==> config.mk <==
export PLATFORM = sky130hd
export DESIGN_NAME = fetch_decode_ctrl_flat
export DESIGN_NICKNAME = d
export VERILOG_FILES = /design/src/rtl/fetch_decode_ctrl_if.sv /design/src/rtl/fetch_decode_ctrl.sv /design/src/flat_wrapper.sv
export SDC_FILE = /design/constraint.sdc
export NUM_CORES = 1
export LEC_CHECK = 0
export CAP_MARGIN = 20
export CORE_ASPECT_RATIO = 1.4
export CORE_MARGIN = 10
export CORE_UTILIZATION = 48
export DETAILED_ROUTE_END_ITERATION = 16
export PLACE_DENSITY = 0.81
export SYNTH_ARGS = -nofsm -noshare
export SYNTH_HDL_FRONTEND = slang
export SYNTH_SLANG_ARGS = --single-unit
==> constraint.sdc <==
create_clock -name clk -period 3.9 [get_ports clk]
set_input_delay 0.78 -clock clk [delete_from_list [all_inputs] [get_ports clk]]
set_output_delay 0.78 -clock clk [all_outputs]
set_load 0.05 [all_outputs]
==> src/rtl/fetch_decode_ctrl_if.sv <==
// Instruction-memory handshake plus decoded-field bundle between the
// fetch/decode controller and the register-file/ALU datapath.
interface fetch_decode_ctrl_if;
    logic        imem_req;
    logic [31:0] imem_addr;
    logic        imem_ack;
    logic [31:0] imem_data;
    logic        alu_zero;
    logic [5:0]  op_code;
    logic [4:0]  rd_reg1;
    logic [4:0]  rd_reg2;
    logic [15:0] imme;
    logic        wr_enable;
    logic [4:0]  wr_reg;
    logic [31:0] pc;
    logic        halted;
    logic        illegal_op;
    logic        fetch_err;

    modport master (
        output imem_req, imem_addr, op_code, rd_reg1, rd_reg2, imme,
               wr_enable, wr_reg, pc, halted, illegal_op, fetch_err,
        input  imem_ack, imem_data, alu_zero
    );

    modport slave (
        input  imem_req, imem_addr, op_code, rd_reg1, rd_reg2, imme,
               wr_enable, wr_reg, pc, halted, illegal_op, fetch_err,
        output imem_ack, imem_data, alu_zero
    );
endinterface

==> src/rtl/fetch_decode_ctrl.sv <==
// Multi-cycle fetch/decode/control unit: fetches into an IR, splits fields and
// sequences register-file writes and PC updates for addi, R-type, beq and halt.
module fetch_decode_ctrl #(
    parameter logic [31:0] RESET_PC = 32'h0000_0000,
    parameter int unsigned MAX_WAIT = 15
) (
    input  logic                 clk,
    input  logic                 rst,
    fetch_decode_ctrl_if.master  bus
);

    localparam logic [5:0] OpRtype = 6'b000000;
    localparam logic [5:0] OpAddi  = 6'b001000;
    localparam logic [5:0] OpBeq   = 6'b000100;
    localparam logic [5:0] OpHalt  = 6'b111111;

    // Last wait-counter value still allowed in FETCH; one more idle cycle times out.
    localparam logic [7:0] WaitLast = 8'(MAX_WAIT - 1);

    typedef enum logic [2:0] {
        StFetch,
        StDecode,
        StExec,
        StWb,
        StHalt,
        StErr
    } state_e;

    state_e      state_q, state_d;
    logic [31:0] pc_q, pc_d;
    logic [31:0] ir_q, ir_d;
    logic [7:0]  wait_q, wait_d;
    logic        illegal_q, illegal_d;
    logic        ferr_q, ferr_d;
    logic        imem_req;
    logic        wr_enable;
    logic [5:0]  opcode;
    logic [31:0] branch_off;

    assign opcode     = ir_q[31:26];
    assign branch_off = {{14{ir_q[15]}}, ir_q[15:0], 2'b00};

    always_comb begin
        state_d   = state_q;
        pc_d      = pc_q;
        ir_d      = ir_q;
        wait_d    = wait_q;
        illegal_d = illegal_q;
        ferr_d    = ferr_q;
        imem_req  = 1'b0;
        wr_enable = 1'b0;

        unique case (state_q)
            StFetch: begin
                imem_req = 1'b1;
                // Ack takes priority over a timeout landing in the same cycle.
                if (bus.imem_ack) begin
                    ir_d    = bus.imem_data;
                    pc_d    = pc_q + 32'd4;
                    wait_d  = '0;
                    state_d = StDecode;
                end else if (wait_q == WaitLast) begin
                    ferr_d  = 1'b1;
                    wait_d  = '0;
                    state_d = StErr;
                end else begin
                    wait_d = wait_q + 8'd1;
                end
            end
            StDecode: begin
                case (opcode)
                    OpRtype, OpAddi, OpBeq: state_d = StExec;
                    OpHalt:                 state_d = StHalt;
                    default: begin
                        illegal_d = 1'b1;
                        state_d   = StFetch;
                    end
                endcase
            end
            StExec: begin
                if (opcode == OpBeq) begin
                    // pc already points past the branch.
                    if (bus.alu_zero) pc_d = pc_q + branch_off;
                    state_d = StFetch;
                end else begin
                    state_d = StWb;
                end
            end
            StWb: begin
                wr_enable = 1'b1;
                state_d   = StFetch;
            end
            StHalt:  state_d = StHalt;
            StErr:   state_d = StErr;
            default: state_d = StFetch;
        endcase
    end

    always_ff @(posedge clk) begin
        if (rst) begin
            state_q   <= StFetch;
            pc_q      <= RESET_PC;
            ir_q      <= '0;
            wait_q    <= '0;
            illegal_q <= 1'b0;
            ferr_q    <= 1'b0;
        end else begin
            state_q   <= state_d;
            pc_q      <= pc_d;
            ir_q      <= ir_d;
            wait_q    <= wait_d;
            illegal_q <= illegal_d;
            ferr_q    <= ferr_d;
        end
    end

    assign bus.imem_req   = imem_req;
    assign bus.imem_addr  = pc_q;
    assign bus.op_code    = opcode;
    assign bus.rd_reg1    = ir_q[25:21];
    assign bus.rd_reg2    = ir_q[20:16];
    assign bus.imme       = ir_q[15:0];
    assign bus.wr_enable  = wr_enable;
    assign bus.wr_reg     = (opcode == OpRtype) ? ir_q[15:11] : ir_q[20:16];
    assign bus.pc         = pc_q;
    assign bus.halted     = (state_q == StHalt);
    assign bus.illegal_op = illegal_q;
    assign bus.fetch_err  = ferr_q;

endmodule

==> src/flat_wrapper.sv <==
// flat-port wrapper written by rule: the top's interface ports become plain ports
module fetch_decode_ctrl_flat 
#(
    parameter logic [31:0] RESET_PC = 32'h0000_0000,
    parameter int unsigned MAX_WAIT = 15
)
  (clk, rst, bus_imem_req, bus_imem_addr, bus_op_code, bus_rd_reg1, bus_rd_reg2, bus_imme, bus_wr_enable, bus_wr_reg, bus_pc, bus_halted, bus_illegal_op, bus_fetch_err, bus_imem_ack, bus_imem_data, bus_alu_zero);
  fetch_decode_ctrl_if bus_i ();
  input  logic clk;
  input  logic rst;
  output wire logic [$bits(bus_i.imem_req)-1:0] bus_imem_req;
  output wire logic [$bits(bus_i.imem_addr)-1:0] bus_imem_addr;
  output wire logic [$bits(bus_i.op_code)-1:0] bus_op_code;
  output wire logic [$bits(bus_i.rd_reg1)-1:0] bus_rd_reg1;
  output wire logic [$bits(bus_i.rd_reg2)-1:0] bus_rd_reg2;
  output wire logic [$bits(bus_i.imme)-1:0] bus_imme;
  output wire logic [$bits(bus_i.wr_enable)-1:0] bus_wr_enable;
  output wire logic [$bits(bus_i.wr_reg)-1:0] bus_wr_reg;
  output wire logic [$bits(bus_i.pc)-1:0] bus_pc;
  output wire logic [$bits(bus_i.halted)-1:0] bus_halted;
  output wire logic [$bits(bus_i.illegal_op)-1:0] bus_illegal_op;
  output wire logic [$bits(bus_i.fetch_err)-1:0] bus_fetch_err;
  input wire logic [$bits(bus_i.imem_ack)-1:0] bus_imem_ack;
  input wire logic [$bits(bus_i.imem_data)-1:0] bus_imem_data;
  input wire logic [$bits(bus_i.alu_zero)-1:0] bus_alu_zero;
  assign bus_imem_req = bus_i.imem_req;
  assign bus_imem_addr = bus_i.imem_addr;
  assign bus_op_code = bus_i.op_code;
  assign bus_rd_reg1 = bus_i.rd_reg1;
  assign bus_rd_reg2 = bus_i.rd_reg2;
  assign bus_imme = bus_i.imme;
  assign bus_wr_enable = bus_i.wr_enable;
  assign bus_wr_reg = bus_i.wr_reg;
  assign bus_pc = bus_i.pc;
  assign bus_halted = bus_i.halted;
  assign bus_illegal_op = bus_i.illegal_op;
  assign bus_fetch_err = bus_i.fetch_err;
  assign bus_i.imem_ack = bus_imem_ack;
  assign bus_i.imem_data = bus_imem_data;
  assign bus_i.alu_zero = bus_alu_zero;
  fetch_decode_ctrl #(.RESET_PC(RESET_PC), .MAX_WAIT(MAX_WAIT)) u_core (.clk(clk), .rst(rst), .bus(bus_i));
endmodule
==> results of run 1 <==
synth_stat cells, types with 12 or more instances:
library cell	instances
sky130_fd_sc_hd__a21oi_1	74
sky130_fd_sc_hd__and2_1	21
sky130_fd_sc_hd__buf_4	35
sky130_fd_sc_hd__clkbuf_1	25
sky130_fd_sc_hd__dfxtp_1	75
sky130_fd_sc_hd__ha_1	17
sky130_fd_sc_hd__nand2_1	118
sky130_fd_sc_hd__nand3_1	12
sky130_fd_sc_hd__nor2_1	46
sky130_fd_sc_hd__nor3_1	14
sky130_fd_sc_hd__o21ai_0	16
sky130_fd_sc_hd__xnor2_1	14
layout make-up:
type / instances / share of cell area (%)
sequential: 75 / 24.0
inverter: 11 / 0.661
tap: 135 / 2.70
multi-input combinational: 471 / 45.6
timing repair buffer: 142 / 22.5
clock inverter: 7 / 0.961
clock buffer: 9 / 3.60
state kept, by name, indices dropped and copies added, names as in the netlist:
name,flops
u_core.wait_q,8
u_core.bus.fetch_err,1
u_core.bus.imem_addr,30
u_core.state_q,3
u_core.bus.illegal_op,1
u_core.ir_q,32
report_power, final:
group          internal, mW  leakage [nW]  total [mW]  switching (mW)
registers             0.818         0.610       0.883          0.0652
clock network         0.441         0.131       0.808           0.367
logic                 0.232          1.58       0.710           0.478
per-stage QoR:
step	instance area, um^2	instances	utilization (%)
after CTS	6250	850	63.5
after floorplan	4790	624	-
final	6250	850	63.5
after global placement	5960	834	60.6
after global routing	6250	850	63.5
after detailed placement	5960	834	60.6
worst max-delay path, delay by kind of cell (launching register included):
kind,cells,cell delay [ns]
buf+inv,1,0.72
simple gates,2,1.04
flops,1,0.35
mux,1,0.36
cell families (layout without fill, tap and decap cells):
kind of cell	Yosys count	after routing	synth area share, %
simple gates	273	273	28.1
xor+xnor	23	23	4.22
fa+ha+maj	18	18	4.87
mux	16	16	3.48
other cells	1	4	0.0785
compound gates	137	137	18.5
flops	75	75	31.4
buf+inv	78	169	9.32
cell usage in the layout (no fill, tap or decap), types with 11 or more instances in the layout:
master	Yosys	layout
sky130_fd_sc_hd__nand3_1	12	12
sky130_fd_sc_hd__nand2_1	118	118
sky130_fd_sc_hd__o21ai_0	16	16
sky130_fd_sc_hd__clkdlybuf4s50_1	0	136
sky130_fd_sc_hd__nor2_1	46	46
sky130_fd_sc_hd__a21oi_1	74	74
sky130_fd_sc_hd__ha_1	17	17
sky130_fd_sc_hd__nor3_1	14	14
sky130_fd_sc_hd__inv_1	11	11
sky130_fd_sc_hd__mux2i_1	11	11
sky130_fd_sc_hd__and2_1	21	21
sky130_fd_sc_hd__dfxtp_1	75	75
sky130_fd_sc_hd__xnor2_1	14	14
per-layer routing:
layer | vias up | part of all wire [%] | GRT usage [%]
met3 | 35 | 9.6 | 7.35
met4 | 0 | 3.3 | 9.55
li1 | 2305 | - | -
met1 | 2179 | 38 | 20.4
met5 | - | 0 | 0
met2 | 214 | 49 | 32.5
path summary, 6_finish.rpt:
path	slack (ns)	cells after the start	to	startpoint
worst max-delay path	0.31	4	bus_wr_reg[2]	u_core.ir_q[31]
worst min-delay path	0.46	2	u_core.ir_q[25]	u_core.ir_q[25]
worst max register to register	0.33	12	u_core.bus.imem_addr[28]	u_core.state_q[1]
worst min register to register	0.46	2	u_core.ir_q[25]	u_core.ir_q[25]
==> impl_results.html, run 1 <==
<table>
<tr><th>Metric</th><th>Value</th></tr>
<tr><th colspan="2">Status</th></tr>
<tr><td>Run status</td><td>finished, final reports clean</td></tr>
<tr><th colspan="2">Critical path</th></tr>
<tr><td>CP Capture Type</td><td>output pin</td></tr>
<tr><td>Critical path start-end classification</td><td>reg2out</td></tr>
<tr><td>Worst Path Required</td><td>3.12 ns</td></tr>
<tr><td>Slowest cell on crit path</td><td>sky130_fd_sc_hd__clkdlybuf4s50_1</td></tr>
<tr><td>Largest stage delay on the critical path</td><td>just over 0.7 ns</td></tr>
<tr><td>Kind of start point of the critical path</td><td>register</td></tr>
<tr><td>Critical path cell sequence</td><td>or4_1 &gt; or3_1 &gt; mux2_1 &gt; clkdlybuf4s50_1</td></tr>
<tr><td>Biggest fanout along the worst timing path</td><td>5</td></tr>
<tr><td>Arrival time reported for the critical path endpoint</td><td>between 2 and 3 ns</td></tr>
<tr><th colspan="2">GRT</th></tr>
<tr><td>Maximum number of pins on one net before global-route repair</td><td>55</td></tr>
<tr><td>Initial antenna violation count</td><td>0</td></tr>
<tr><td>Overall overflow remaining after global route</td><td>0</td></tr>
<tr><td>Vias in the first global route</td><td>4,845</td></tr>
<tr><td>Global-route wire length before repair</td><td>23,600 um</td></tr>
<tr><td>GRT Overall Usage</td><td>around a fifth</td></tr>
<tr><th colspan="2">Routing</th></tr>
<tr><td>DR vias</td><td>4,733</td></tr>
<tr><td>Antenna Nets Post-Route</td><td>0</td></tr>
<tr><td>WL/cell</td><td>about 17 um</td></tr>
<tr><td>Drt initial violations</td><td>296</td></tr>
<tr><td>Vias per inst</td><td>between 5 and 6</td></tr>
<tr><td>Total routed wirelength</td><td>14,200 um</td></tr>
<tr><td>Pre-Repair DR Iteration Count</td><td>5</td></tr>
<tr><td>Number of DRC violations after detailed routing</td><td>0</td></tr>
<tr><th colspan="2">Timing</th></tr>
<tr><td>Max-slew violations</td><td>0</td></tr>
<tr><td>Final period util</td><td>~90%</td></tr>
<tr><td>Clock period minus worst slack</td><td>roughly 3.6 ns</td></tr>
<tr><td>Unrepaired setup endpoints after global routing</td><td>false</td></tr>
<tr><td>Final count of hold timing violations</td><td>0</td></tr>
<tr><td>Setup Skew</td><td>about 0.0091 ns</td></tr>
<tr><td>Slew at the pin closest to its max-slew limit</td><td>1.04 ns</td></tr>
<tr><td>Setup-violating endpoint count in the final report</td><td>0</td></tr>
<tr><td>Upper clock frequency limit</td><td>0.278 GHz</td></tr>
<tr><td>Total Neg Setup Slack</td><td>0 ns</td></tr>
<tr><td>Smallest setup slack after layout</td><td>0.305 ns</td></tr>
<tr><td>Worst-case hold slack</td><td>0.459 ns</td></tr>
<tr><td>Worst max-slew margin expressed relative to the limit</td><td>30.4%</td></tr>
<tr><th colspan="2">Power</th></tr>
<tr><td>Worst ir drop on vdd</td><td>0.308 mV</td></tr>
<tr><td>Power Dens Cells</td><td>between 300 and 400 nW/um^2</td></tr>
<tr><td>Leakage power</td><td>between 2 and 2.5 nW</td></tr>
<tr><td>Power, Total</td><td>2.40 mW</td></tr>
<tr><th colspan="2">Final layout</th></tr>
<tr><td>Fraction of layout cells with a size suffix above 1</td><td>5.03%</td></tr>
<tr><td>Layout area overhead</td><td>30.8%</td></tr>
<tr><td>FF/Latch Area</td><td>1500 um^2</td></tr>
<tr><td>Antenna cell count</td><td>0</td></tr>
<tr><td>Total area of multi-input combinational cells</td><td>around 2800 um^2</td></tr>
<tr><td>FILL cells</td><td>855</td></tr>
<tr><td>Number of nets in the layout</td><td>764</td></tr>
<tr><th colspan="2">Synthesis</th></tr>
<tr><td>Sequential area share after synthesis</td><td>a little under a third</td></tr>
<tr><td>Yosys warns</td><td>0</td></tr>
<tr><td>Gate Count Post-Synth</td><td>621</td></tr>
<tr><td>Top cells by area in the synthesized netlist</td><td>sky130_fd_sc_hd__dfxtp_1 31%, sky130_fd_sc_hd__nand2_1 9.3%, sky130_fd_sc_hd__a21oi_1 7.8%</td></tr>
<tr><td>Ys flop type</td><td>sky130_fd_sc_hd__dfxtp_1</td></tr>
<tr><td>Dominant cell type by area after synthesis</td><td>sky130_fd_sc_hd__dfxtp_1</td></tr>
<tr><td>Post-Syn Area</td><td>approximately 4800 um^2</td></tr>
<tr><td>Number of flops mapped to enable cells by yosys</td><td>0</td></tr>
<tr><td>Share of synthesized flip-flops with an asynchronous set or reset</td><td>0%</td></tr>
<tr><td>Share of the synthesized area in the top cell type</td><td>31.4%</td></tr>
<tr><td>Number of library cell types mapped by synthesis</td><td>68</td></tr>
<tr><td>Number of synthesized register bits</td><td>75</td></tr>
<tr><td>Post-Syn Area per Cell</td><td>7.69 um^2</td></tr>
<tr><th colspan="2">Die</th></tr>
<tr><td>Core area</td><td>just under 10,000 um^2</td></tr>
<tr><td>Horizontal die dimension</td><td>104 um</td></tr>
<tr><td>Die outline height</td><td>approximately 140 um</td></tr>
<tr><td>Io pins</td><td>approximately 140</td></tr>
<tr><td>Starting Density</td><td>between 40% and 50%</td></tr>
<tr><td>Area of the die</td><td>14,400 um^2</td></tr>
<tr><td>Row Count</td><td>43</td></tr>
<tr><th colspan="2">Flow run</th></tr>
<tr><td>Number of violations of the max-capacitance limit</td><td>0</td></tr>
<tr><th colspan="2">Clocking</th></tr>
<tr><td>Bufs on Longest Clock Path</td><td>2</td></tr>
<tr><td>TritonCTS clock tree</td><td>built</td></tr>
<tr><td>Post-cts sizing count</td><td>0</td></tr>
<tr><td>Setup Fix Bufs, Post-CTS</td><td>0</td></tr>
<tr><td>Clock Tree Root</td><td>sky130_fd_sc_hd__clkbuf_16</td></tr>
<tr><td>Number of clock buffers inserted by TritonCTS</td><td>9</td></tr>
<tr><td>Clock Latency Late Sink</td><td>0.34 ns</td></tr>
<tr><td>Depth of the CTS H-tree</td><td>3</td></tr>
<tr><td>Hold-fix buffers at CTS</td><td>0</td></tr>
<tr><td>Clock-pin slew on the worst setup and hold paths</td><td>0.07 ns</td></tr>
<tr><td>Number of clock sinks</td><td>75</td></tr>
<tr><th colspan="2">Place</th></tr>
<tr><td>Post-Place Setup Slack</td><td>0.380 ns</td></tr>
<tr><td>Gp weighted congestion</td><td>roughly 0.9</td></tr>
<tr><td>Number of port buffers</td><td>137</td></tr>
<tr><td>Estimated wirelength of the detail-placed design</td><td>10,700 um</td></tr>
<tr><th colspan="2">Min path</th></tr>
<tr><td>Path type of the worst min-delay path</td><td>reg2reg</td></tr>
</table>
Power figures use the tool's default switching activity.
==> inputs of run 2 (changes only) <==
CAP_MARGIN = default   (was 20)
PLACE_DENSITY = 0.86   (was 0.81)
==> impl_results.html, run 2 (synthesis results as in run 1) <==
<table>
<tr><th>Metric</th><th>Value</th></tr>
<tr><th colspan="2">GRT</th></tr>
<tr><td>Overall overflow remaining after global route</td><td>0</td></tr>
<tr><td>Global-route wire length before repair</td><td>23,700 um</td></tr>
<tr><td>Vias in the first global route</td><td>4,716</td></tr>
<tr><td>GRT Overall Usage</td><td>19.6%</td></tr>
<tr><td>Maximum number of pins on one net before global-route repair</td><td>40</td></tr>
<tr><td>Initial antenna violation count</td><td>0</td></tr>
<tr><th colspan="2">Routing</th></tr>
<tr><td>WL/cell</td><td>17.0 um</td></tr>
<tr><td>Pre-Repair DR Iteration Count</td><td>5</td></tr>
<tr><td>Drt initial violations</td><td>~290</td></tr>
<tr><td>Total routed wirelength</td><td>around 15,000 um</td></tr>
<tr><td>Number of DRC violations after detailed routing</td><td>0</td></tr>
<tr><td>Antenna Nets Post-Route</td><td>0</td></tr>
<tr><td>DR vias</td><td>4,693</td></tr>
<tr><td>Vias per inst</td><td>5.51</td></tr>
<tr><th colspan="2">Clocking</th></tr>
<tr><td>Depth of the CTS H-tree</td><td>3</td></tr>
<tr><td>Hold-fix buffers at CTS</td><td>0</td></tr>
<tr><td>Number of clock buffers inserted by TritonCTS</td><td>9</td></tr>
<tr><td>Clock-pin slew on the worst setup and hold paths</td><td>~0.070 ns</td></tr>
<tr><td>TritonCTS clock tree</td><td>built</td></tr>
<tr><td>Bufs on Longest Clock Path</td><td>2</td></tr>
<tr><td>Clock Latency Late Sink</td><td>0.35 ns</td></tr>
<tr><td>Number of clock sinks</td><td>75</td></tr>
<tr><td>Clock Tree Root</td><td>sky130_fd_sc_hd__clkbuf_16</td></tr>
<tr><th colspan="2">Critical path</th></tr>
<tr><td>Slowest cell on crit path</td><td>sky130_fd_sc_hd__clkdlybuf4s50_1</td></tr>
<tr><td>Worst Path Required</td><td>3.12 ns</td></tr>
<tr><td>Biggest fanout along the worst timing path</td><td>5</td></tr>
<tr><td>CP Capture Type</td><td>output pin</td></tr>
<tr><td>Depth of the most critical reg-to-reg path</td><td>13</td></tr>
<tr><td>Kind of start point of the critical path</td><td>register</td></tr>
<tr><td>CP delay by family, top</td><td>simple AND/OR/NAND/NOR gates</td></tr>
<tr><td>Largest stage delay on the critical path</td><td>0.71 ns</td></tr>
<tr><td>Count of buffer and inverter cells on the critical path</td><td>1</td></tr>
<tr><td>Arrival time reported for the critical path endpoint</td><td>2.79 ns</td></tr>
<tr><td>Critical path cell sequence</td><td>or4_1 &gt; or3_1 &gt; mux2_1 &gt; clkdlybuf4s50_1</td></tr>
<tr><td>Reg-to-Reg End</td><td>u_core.bus.imem_addr[28]</td></tr>
<tr><td>Critical path start-end classification</td><td>reg2out</td></tr>
<tr><td>Register-to-register setup slack</td><td>0.52 ns</td></tr>
<tr><td>RR Startpoint</td><td>u_core.state_q[1]</td></tr>
<tr><th colspan="2">Power</th></tr>
<tr><td>Power Dens Cells</td><td>391 nW/um^2</td></tr>
<tr><td>Worst ir drop on vdd</td><td>0.366 mV</td></tr>
<tr><td>Leakage power</td><td>2.35 nW</td></tr>
<tr><th colspan="2">Die</th></tr>
<tr><td>Die outline height</td><td>about 140 um</td></tr>
<tr><td>Io pins</td><td>between 100 and 150</td></tr>
<tr><td>Horizontal die dimension</td><td>around 100 um</td></tr>
<tr><td>Core area</td><td>slightly below 10,000 um^2</td></tr>
<tr><td>Row Count</td><td>43</td></tr>
<tr><td>Starting Density</td><td>48.5%</td></tr>
<tr><td>Area of the die</td><td>between 10,000 and 15,000 um^2</td></tr>
<tr><th colspan="2">Place</th></tr>
<tr><td>Number of port buffers</td><td>137</td></tr>
<tr><td>Gp weighted congestion</td><td>0.935</td></tr>
<tr><td>Post-Place Setup Slack</td><td>~0.35 ns</td></tr>
<tr><td>Estimated wirelength of the detail-placed design</td><td>between 10,000 and 15,000 um</td></tr>
<tr><td>Cell Area, Placed</td><td>just under 6000 um^2</td></tr>
<tr><th colspan="2">Timing</th></tr>
<tr><td>Setup Skew</td><td>approximately 0.0098 ns</td></tr>
<tr><td>Final period util</td><td>roughly nine tenths</td></tr>
<tr><td>Worst max-slew margin expressed relative to the limit</td><td>29.6%</td></tr>
<tr><td>Smallest setup slack after layout</td><td>0.330 ns</td></tr>
<tr><td>Clock period minus worst slack</td><td>between 3 and 4 ns</td></tr>
<tr><td>Worst-case hold slack</td><td>0.456 ns</td></tr>
<tr><td>Max-slew violations</td><td>0</td></tr>
<tr><td>Upper clock frequency limit</td><td>0.280 GHz</td></tr>
<tr><td>Final count of hold timing violations</td><td>0</td></tr>
<tr><td>Setup-violating endpoint count in the final report</td><td>0</td></tr>
<tr><td>Unrepaired setup endpoints after global routing</td><td>false</td></tr>
<tr><td>Slew at the pin closest to its max-slew limit</td><td>1.05 ns</td></tr>
<tr><td>Total Neg Setup Slack</td><td>0 ns</td></tr>
<tr><th colspan="2">Final layout</th></tr>
<tr><td>Fraction of layout cells with a size suffix above 1</td><td>under 10%</td></tr>
<tr><td>Post-route core utilization</td><td>64.0%</td></tr>
<tr><td>Number of nets in the layout</td><td>766</td></tr>
<tr><td>Leading cell type in the layout, fill and taps excluded</td><td>sky130_fd_sc_hd__clkdlybuf4s50_1</td></tr>
<tr><td>Post-layout instance area</td><td>around 6300 um^2</td></tr>
<tr><td>Most used cells in the layout excluding fill and tap cells</td><td>136 x sky130_fd_sc_hd__clkdlybuf4s50_1, 118 x sky130_fd_sc_hd__nand2_1, 75 x sky130_fd_sc_hd__dfxtp_1, 74 x sky130_fd_sc_hd__a21oi_1, 46 x sky130_fd_sc_hd__nor2_1</td></tr>
<tr><td>Antenna cell count</td><td>0</td></tr>
<tr><td>Layout area overhead</td><td>31.8%</td></tr>
<tr><td>Flip-flop count of the largest register after layout</td><td>32</td></tr>
<tr><td>Biggest register</td><td>u_core.ir_q</td></tr>
<tr><th colspan="2">Min path</th></tr>
<tr><td>Number of cells traversed by the worst hold path</td><td>2</td></tr>
<tr><td>Path type of the worst min-delay path</td><td>reg2reg</td></tr>
<tr><td>Hold path start</td><td>u_core.ir_q[21]</td></tr>
<tr><td>Worst Hold End</td><td>u_core.ir_q[21]</td></tr>
<tr><th colspan="2">Status</th></tr>
<tr><td>Run status</td><td>finished, final reports clean</td></tr>
<tr><th colspan="2">Flow run</th></tr>
<tr><td>Number of violations of the max-capacitance limit</td><td>0</td></tr>
</table>
[run 2: worst reg2reg max path: stages, from the launching register on]
cell	delay [ns]
sky130_fd_sc_hd__dfxtp_1	0.57
sky130_fd_sc_hd__nor3b_4	0.31
sky130_fd_sc_hd__buf_12	0.16
sky130_fd_sc_hd__nand2b_1	0.06
sky130_fd_sc_hd__ha_1	0.19
sky130_fd_sc_hd__inv_1	0.07
sky130_fd_sc_hd__fa_1	0.18
sky130_fd_sc_hd__nor2b_1	0.09
sky130_fd_sc_hd__o31ai_1	0.25
sky130_fd_sc_hd__o211ai_1	0.30
sky130_fd_sc_hd__a211o_2	0.44
sky130_fd_sc_hd__a2111oi_2	0.35
sky130_fd_sc_hd__o21ai_0	0.12
sky130_fd_sc_hd__nor3b_1	0.15
[run 2: area by class of cell]
cell class | instances | area [um^2]
Sequential cell | 75 | 1500
Fill cell | 846 | 3550
Inverter | 11 | 41.3
Clock buffer | 9 | 225
Multi-Input combinational cell | 471 | 2850
Clock inverter | 7 | 82.6
Timing Repair Buffer | 144 | 1430
Tap cell | 135 | 169
[run 2: layer usage]
layer / global-route usage (%) / part of all wire, %
met1: 20.2 / 39
met2: 34.9 / 51
met3: 6.84 / 8.3
met4: 8.38 / 2.4
met5: 0 / 0
[run 2: timing repair]
action	CTS	global route
resized for setup	0	0
setup buffers	0	2
setup endpoints to repair	0	1
[run 2: metrics by stage]
step	total power, mW	instances
finish	2.46	852
floorplan	1.38	624
global route	2.56	852
global placement	1.59	834
CTS	2.47	850
detailed placement	1.60	834
[run 2: how the worst max path moves through the flow]
stage | from | endpoint | slack, ns | cells past startpoint
floorplan | u_core.state_q[1] | u_core.bus.imem_addr[28] | 0.86 | 12
global placement | u_core.state_q[1] | u_core.bus.imem_addr[28] | 0.44 | 10
detailed placement | u_core.state_q[1] | u_core.bus.imem_addr[28] | 0.35 | 10
CTS | u_core.ir_q[31] | bus_wr_reg[3] | 0.31 | 4
global route | u_core.state_q[1] | u_core.bus.imem_addr[28] | 0.22 | 13
finish | u_core.ir_q[31] | bus_wr_reg[3] | 0.33 | 4
[run 2: where the power goes]
group / total, mW / internal, mW / switching [mW]
sequential: 0.883 / 0.818 / 0.0654
combinational: 0.714 / 0.237 / 0.478
clock: 0.866 / 0.505 / 0.361
